### src/rtl/fillcap_bank_pkg.sv
// Shared types and helpers for the fillcap segment sequencer.
package fillcap_bank_pkg;

    typedef enum logic [1:0] {
        ST_IDLE = 2'd0,
        ST_UP   = 2'd1,
        ST_DOWN = 2'd2
    } state_e;

    // Step timer width: enough bits to hold STEP_CYC-1, and never zero bits wide.
    function automatic int timer_w(input int step_cyc);
        return (step_cyc > 1) ? $clog2(step_cyc) : 1;
    endfunction

    // A request above the bank size asks for every segment.
    function automatic int unsigned clamp_tgt(input int unsigned tgt, input int unsigned n_seg);
        return (tgt > n_seg) ? n_seg : tgt;
    endfunction

    // One bit of the thermometer enable: segment idx is on when idx < cnt.
    function automatic logic therm_bit(input int unsigned idx, input int unsigned cnt);
        return idx < cnt;
    endfunction

endpackage

### src/rtl/fillcap_step_timer.sv
// Reloadable down-counter that paces segment changes.
// load wins over hold; otherwise the count falls and saturates at zero.
module fillcap_step_timer
    import fillcap_bank_pkg::*;
#(
    parameter  int STEP_CYC = 4,
    localparam int TW       = timer_w(STEP_CYC)
) (
    input  logic          clk_i,
    input  logic          rst_ni,
    input  logic          load_i,
    input  logic          hold_i,
    input  logic [TW-1:0] reload_i,
    output logic          zero_o
);

    logic [TW-1:0] timer_q, timer_d;

    // Next timer value: reload, freeze, or count down toward zero.
    always_comb begin
        timer_d = timer_q;
        if (load_i)
            timer_d = reload_i;
        else if (!hold_i && timer_q != '0)
            timer_d = timer_q - TW'(1);
    end

    // Timer register.
    always_ff @(posedge clk_i or negedge rst_ni) begin
        if (!rst_ni) timer_q <= '0;
        else         timer_q <= timer_d;
    end

    assign zero_o = (timer_q == '0);

endmodule

### src/rtl/fillcap_bank_seq.sv
// Slew-limited sequencer for a bank of fillcap decap segments.
// Walks a thermometer enable toward the latched target, one segment per
// STEP_CYC cycles. Upward steps pause while the supply is drooping; shedding
// capacitance is never blocked.
module fillcap_bank_seq
    import fillcap_bank_pkg::*;
#(
    parameter  int N_SEG    = 32,
    parameter  int STEP_CYC = 4,
    localparam int CW       = $clog2(N_SEG + 1)
) (
    input  logic             clk_i,
    input  logic             rst_ni,
    input  logic             req_i,
    input  logic [CW-1:0]    target_i,
    input  logic             droop_i,
    output logic             ack_o,
    output logic             busy_o,
    output logic             done_o,
    output logic [CW-1:0]    count_o,
    output logic [N_SEG-1:0] en_o
);

    localparam int            TW     = timer_w(STEP_CYC);
    localparam logic [TW-1:0] RELOAD = TW'(STEP_CYC - 1);

    state_e             state_q, state_d;
    logic [CW-1:0]      count_q, count_d;
    logic [CW-1:0]      tgt_q, tgt_d;
    logic [N_SEG-1:0]   en_q, en_d;
    logic               ack_q, done_q;
    logic               t_zero, t_hold, step;

    // Droop only freezes the interval while climbing.
    assign t_hold = droop_i && (state_q == ST_UP);
    assign step   = t_zero && (state_q != ST_IDLE) && !t_hold;

    fillcap_step_timer #(.STEP_CYC(STEP_CYC)) u_timer (
        .clk_i    (clk_i),
        .rst_ni   (rst_ni),
        .load_i   (req_i || step),
        .hold_i   (t_hold),
        .reload_i (RELOAD),
        .zero_o   (t_zero)
    );

    // Step with the old target first, then let a new request take over;
    // the state follows the new count/target pair so BUSY never lags COUNT.
    always_comb begin
        count_d = count_q;
        if (step)
            count_d = (state_q == ST_UP) ? count_q + CW'(1) : count_q - CW'(1);
        tgt_d = req_i ? CW'(clamp_tgt(32'(target_i), N_SEG)) : tgt_q;
        state_d = ST_IDLE;
        if (count_d < tgt_d)      state_d = ST_UP;
        else if (count_d > tgt_d) state_d = ST_DOWN;
        en_d = '0;
        for (int i = 0; i < N_SEG; i++)
            en_d[i] = therm_bit(i, 32'(count_d));
    end

    // Registered state and outputs; EN is flopped so the switches see clean edges.
    always_ff @(posedge clk_i or negedge rst_ni) begin
        if (!rst_ni) begin
            state_q <= ST_IDLE;
            count_q <= '0;
            tgt_q   <= '0;
            en_q    <= '0;
            ack_q   <= 1'b0;
            done_q  <= 1'b0;
        end else begin
            state_q <= state_d;
            count_q <= count_d;
            tgt_q   <= tgt_d;
            en_q    <= en_d;
            ack_q   <= req_i;
            done_q  <= (step || req_i) && (count_d == tgt_d);
        end
    end

    assign ack_o   = ack_q;
    assign busy_o  = (state_q != ST_IDLE);
    assign done_o  = done_q;
    assign count_o = count_q;
    assign en_o    = en_q;

endmodule

### config.mk
export PLATFORM = sky130hd
export DESIGN_NAME = fillcap_bank_seq
export DESIGN_NICKNAME = d
export VERILOG_FILES = /design/src/rtl/fillcap_bank_pkg.sv /design/src/rtl/fillcap_step_timer.sv /design/src/rtl/fillcap_bank_seq.sv
export SDC_FILE = /design/constraint.sdc
export NUM_CORES = 1
export LEC_CHECK = 0
export BUFFER_PORTS_ARGS = -buffer_cell sky130_fd_sc_hd__buf_2
export CAP_MARGIN = 20
export CORE_MARGIN = 2
export CORE_UTILIZATION = 54
export DETAILED_ROUTE_END_ITERATION = 16
export PLACE_DENSITY_LB_ADDON = 0.25
export SETUP_SLACK_MARGIN = 0.5
export SLEW_MARGIN = 40
export SYNTH_ARGS = -nofsm -noshare
export SYNTH_HDL_FRONTEND = slang
export SYNTH_SLANG_ARGS = --single-unit
### constraint.sdc
create_clock -name clk_i -period 3.67 [get_ports clk_i]
set_input_delay 0.9175 -clock clk_i [delete_from_list [all_inputs] [get_ports clk_i]]
set_output_delay 0.9175 -clock clk_i [all_outputs]
set_load 0.01 [all_outputs]
==> impl_metrics.json <==
{
  "yosysTopAreaCell": "dfrtp_1",
  "synthCells": 237,
  "nets": 311,
  "p_int_uw": 1610,
  "holdCritPathClass": "reg -> reg",
  "max_freq_mhz": 339,
  "layout-drive-gt1-share_pct": 34.6,
  "clock-sinks": 49,
  "place.gp.congestion": 0.922,
  "vias_per_cell": 5.18,
  "yosys_register_bits": 49,
  "die_h_um": 71.9,
  "synth_area_leaders": "dfrtp_1 49%, ha_1 6.0%, o21ai_2 4.6%",
  "met1_usage_pct": 25.5,
  "synthArstFlopShare_pct": 100,
  "finalCritPeriodShare_pct": 80.3,
  "wl_mm": 4.58,
  "drtAntennaViolNets": 0,
  "vdd.ir_drop.worst_mv": 0.480,
  "multi_input_area_um2": 1090,
  "rows": 24,
  "die_w_um": 71.9,
  "cts-root-buf": "clkbuf_8",
  "r2r_cells": 10,
  "ctsHoldBuffers": 0,
  "p_leak_uw": 0.00138,
  "antenna_found_initial": 0,
  "synth.avg_cell_area_um2": 10.5,
  "synth_enable_flop_cells": 0,
  "worst_pin_slew_ns": 0.631,
  "routedWlPerCell_um": 13.4,
  "instances_no_fill": 341,
  "cts-htree-levels": 2,
  "critPathKind": "reg -> reg",
  "rsz0062_at_grt": "false",
  "final_hold_viol_count": 0,
  "crit_arrival_ns": 3.16,
  "antenna_cells": 0,
  "grt-ovfl-total": 0,
  "grt_pass1_wl_mm": 7.89,
  "clock_path_buffers": 2,
  "cts_setup_buffers": 0,
  "final_max_slew_viol_count": 0,
  "place_inst": 333,
  "p_comb_share_pct": 56.6,
  "synthesis.area_um2": 2490,
  "grtUsageMet3_pct": 2.92,
  "port_buffers": 50,
  "power_frac_seq_pct": 30.2,
  "clockPowerShare_pct": 13.1,
  "path_max_fanout": 10,
  "ctsResizeCount": 0,
  "drc_errors": 0,
  "clk_latency_ns": 0.30,
  "setup_viol": 0,
  "crit_path_end_kind": "flip-flop",
  "period_needed_ns": 2.95,
  "top_usage_layer": "met2",
  "start_util_pct": 56.5,
  "power.share.switching_pct": 44.2,
  "met2_usage_pct": 33.8,
  "first_pass_iters": 4,
  "hpwl_mm": 3.50,
  "drv_cap": 0,
  "synth_top_flop_cell": "dfrtp_1",
  "die-area_um2": 5170,
  "cts_tree": "built",
  "cp.required_ns": 3.88,
  "relSlewSlack_pct": 57.9,
  "worstHoldPathCells": 2,
  "numCtsBuffers": 5,
  "fillers": 367,
  "first_global_vias": 1659,
  "io_pins": 51,
  "cp-start-kind": "flip-flop",
  "fin_tns_setup_ns": 0,
  "post-route-util_pct": 65.1,
  "syn_nets": 260,
  "regArea_um2": 1230,
  "grt_start_max_net_pins": 50,
  "status": "finished, final reports clean",
  "drt_iter0_drc": 64,
  "seq_area_frac_synth_pct": 49.2,
  "p_sw_uw": 1280,
  "synth_top_area_share_pct": 49.2,
  "ys_warn_count": 0,
  "clkTransAtPathRegs_ns": 0.09,
  "syn_to_final_growth_pct": 15.2,
  "synth.distinct_cells": 48,
  "power_density_nw_per_um2": 1010,
  "skew_ns": 0.00989,
  "via_count": 1765,
  "grt_util_all_layers_pct": 19.7,
  "core_area_um2": 4410
}
==> cell usage in the layout, fill, tap and decap left out, types with 4 or more instances in the layout <==
master,n
buf_2,49
a21oi_1,11
nand2_1,26
buf_4,5
mux2i_1,4
xnor2_1,4
ha_1,12
o21ai_2,13
nor2_1,16
o21ai_0,6
dfrtp_1,49
nor3_1,4
clkbuf_8,5
inv_1,23
nand3_2,8
nand3_1,9
==> power groups by stage <==
| stage | logic [uW] | registers [uW] | clock network [uW] |
|---|---|---|---|
| floorplan | 1170 | 967 | 0 |
| global placement | 1640 | 882 | 0 |
| detailed placement | 1650 | 886 | 0 |
| CTS | 1650 | 876 | 387 |
| global route | 1860 | 898 | 405 |
| finish | 1640 | 873 | 379 |
==> flip-flops by register name (all words and copies together), names as in the netlist <==
signal and flops:
u_timer.timer_q 2, tgt_q 6, done_o 1, count_o 6, state_q 2, ack_o 1, en_o 31
==> kinds of logic after synthesis <==
| logic type | count (synthesis) | synth area share, % |
|---|---|---|
| multiplexers | 6 | 2.51 |
| AND/OR/NAND/NOR | 78 | 16.5 |
| XOR/XNOR | 4 | 1.41 |
| buffers and inverters | 35 | 7.03 |
| AO/OA/AOI/OAI | 52 | 16.6 |
| adder cells (fa/ha/maj) | 13 | 6.83 |
| flip-flops | 49 | 49.2 |
==> cells in the mapped netlist (all sizes together), types with 2 or more instances <==
cell / instances
xnor2: 4
inv: 25
ha: 12
nand2: 26
nand2b: 3
a211oi: 2
nand3: 17
nor2b: 2
mux2: 2
a221o: 2
dfrtp: 49
a21oi: 13
nand4: 2
o2bb2ai: 2
o31a: 2
o21ai: 21
a2111o: 2
mux2i: 4
nor2: 16
nor3: 4
or2: 2
a21o: 2
buf: 9
==> cell type report <==
class	instances	area share, %
flip-flops and latches	49	42.7
multi-input cells	153	38.0
repair buffers	54	9.85
inverters	25	3.27
clock buffers	5	2.40
well taps	52	2.27
clock inverters	3	1.53
==> final timing paths <==
| path | start | to | slack, ns |
|---|---|---|---|
| min reg2reg | tgt_q[4] | tgt_q[4] | 0.49 |
| max | state_q[1] | done_o | 0.72 |
| min in group asynchronous | rst_ni | en_o[26] | 0.61 |
| min | tgt_q[4] | tgt_q[4] | 0.49 |
| max in group asynchronous | rst_ni | u_timer.timer_q[1] | 2.65 |
| max reg2reg | state_q[1] | done_o | 0.72 |
==> per-stage QoR <==
step	cell area (um2)	setup slack, ns	total power, uW	hold slack, ns
global placement	2760	0.540	2520	0.474
floorplan	2490	0.794	2130	0.445
global route	2870	0.514	3160	0.520
finish	2870	0.724	2890	0.492
CTS	2870	0.732	2910	0.496
detailed placement	2760	0.505	2530	0.471
==> critical path, stage by stage, from the launching register on <==
cell and delay, ns:
dfrtp_1 0.46, or2b_4 0.34, ha_1 0.36, a21oi_1 0.27
nand2_1 0.14, o311a_2 0.42, a211oi_4 0.23, inv_2 0.06
ha_1 0.29, nand4_1 0.12, nor3_1 0.18
==> metal layers <==
metal	vias up	part of all wire (%)	wire (um)
met5	-	0	0
met4	0	1.1	52
met3	5	4.4	202
met2	40	50	2290
met1	812	44	2030
li1	908	-	-
Note: power is estimated with default switching activity, not from simulation.
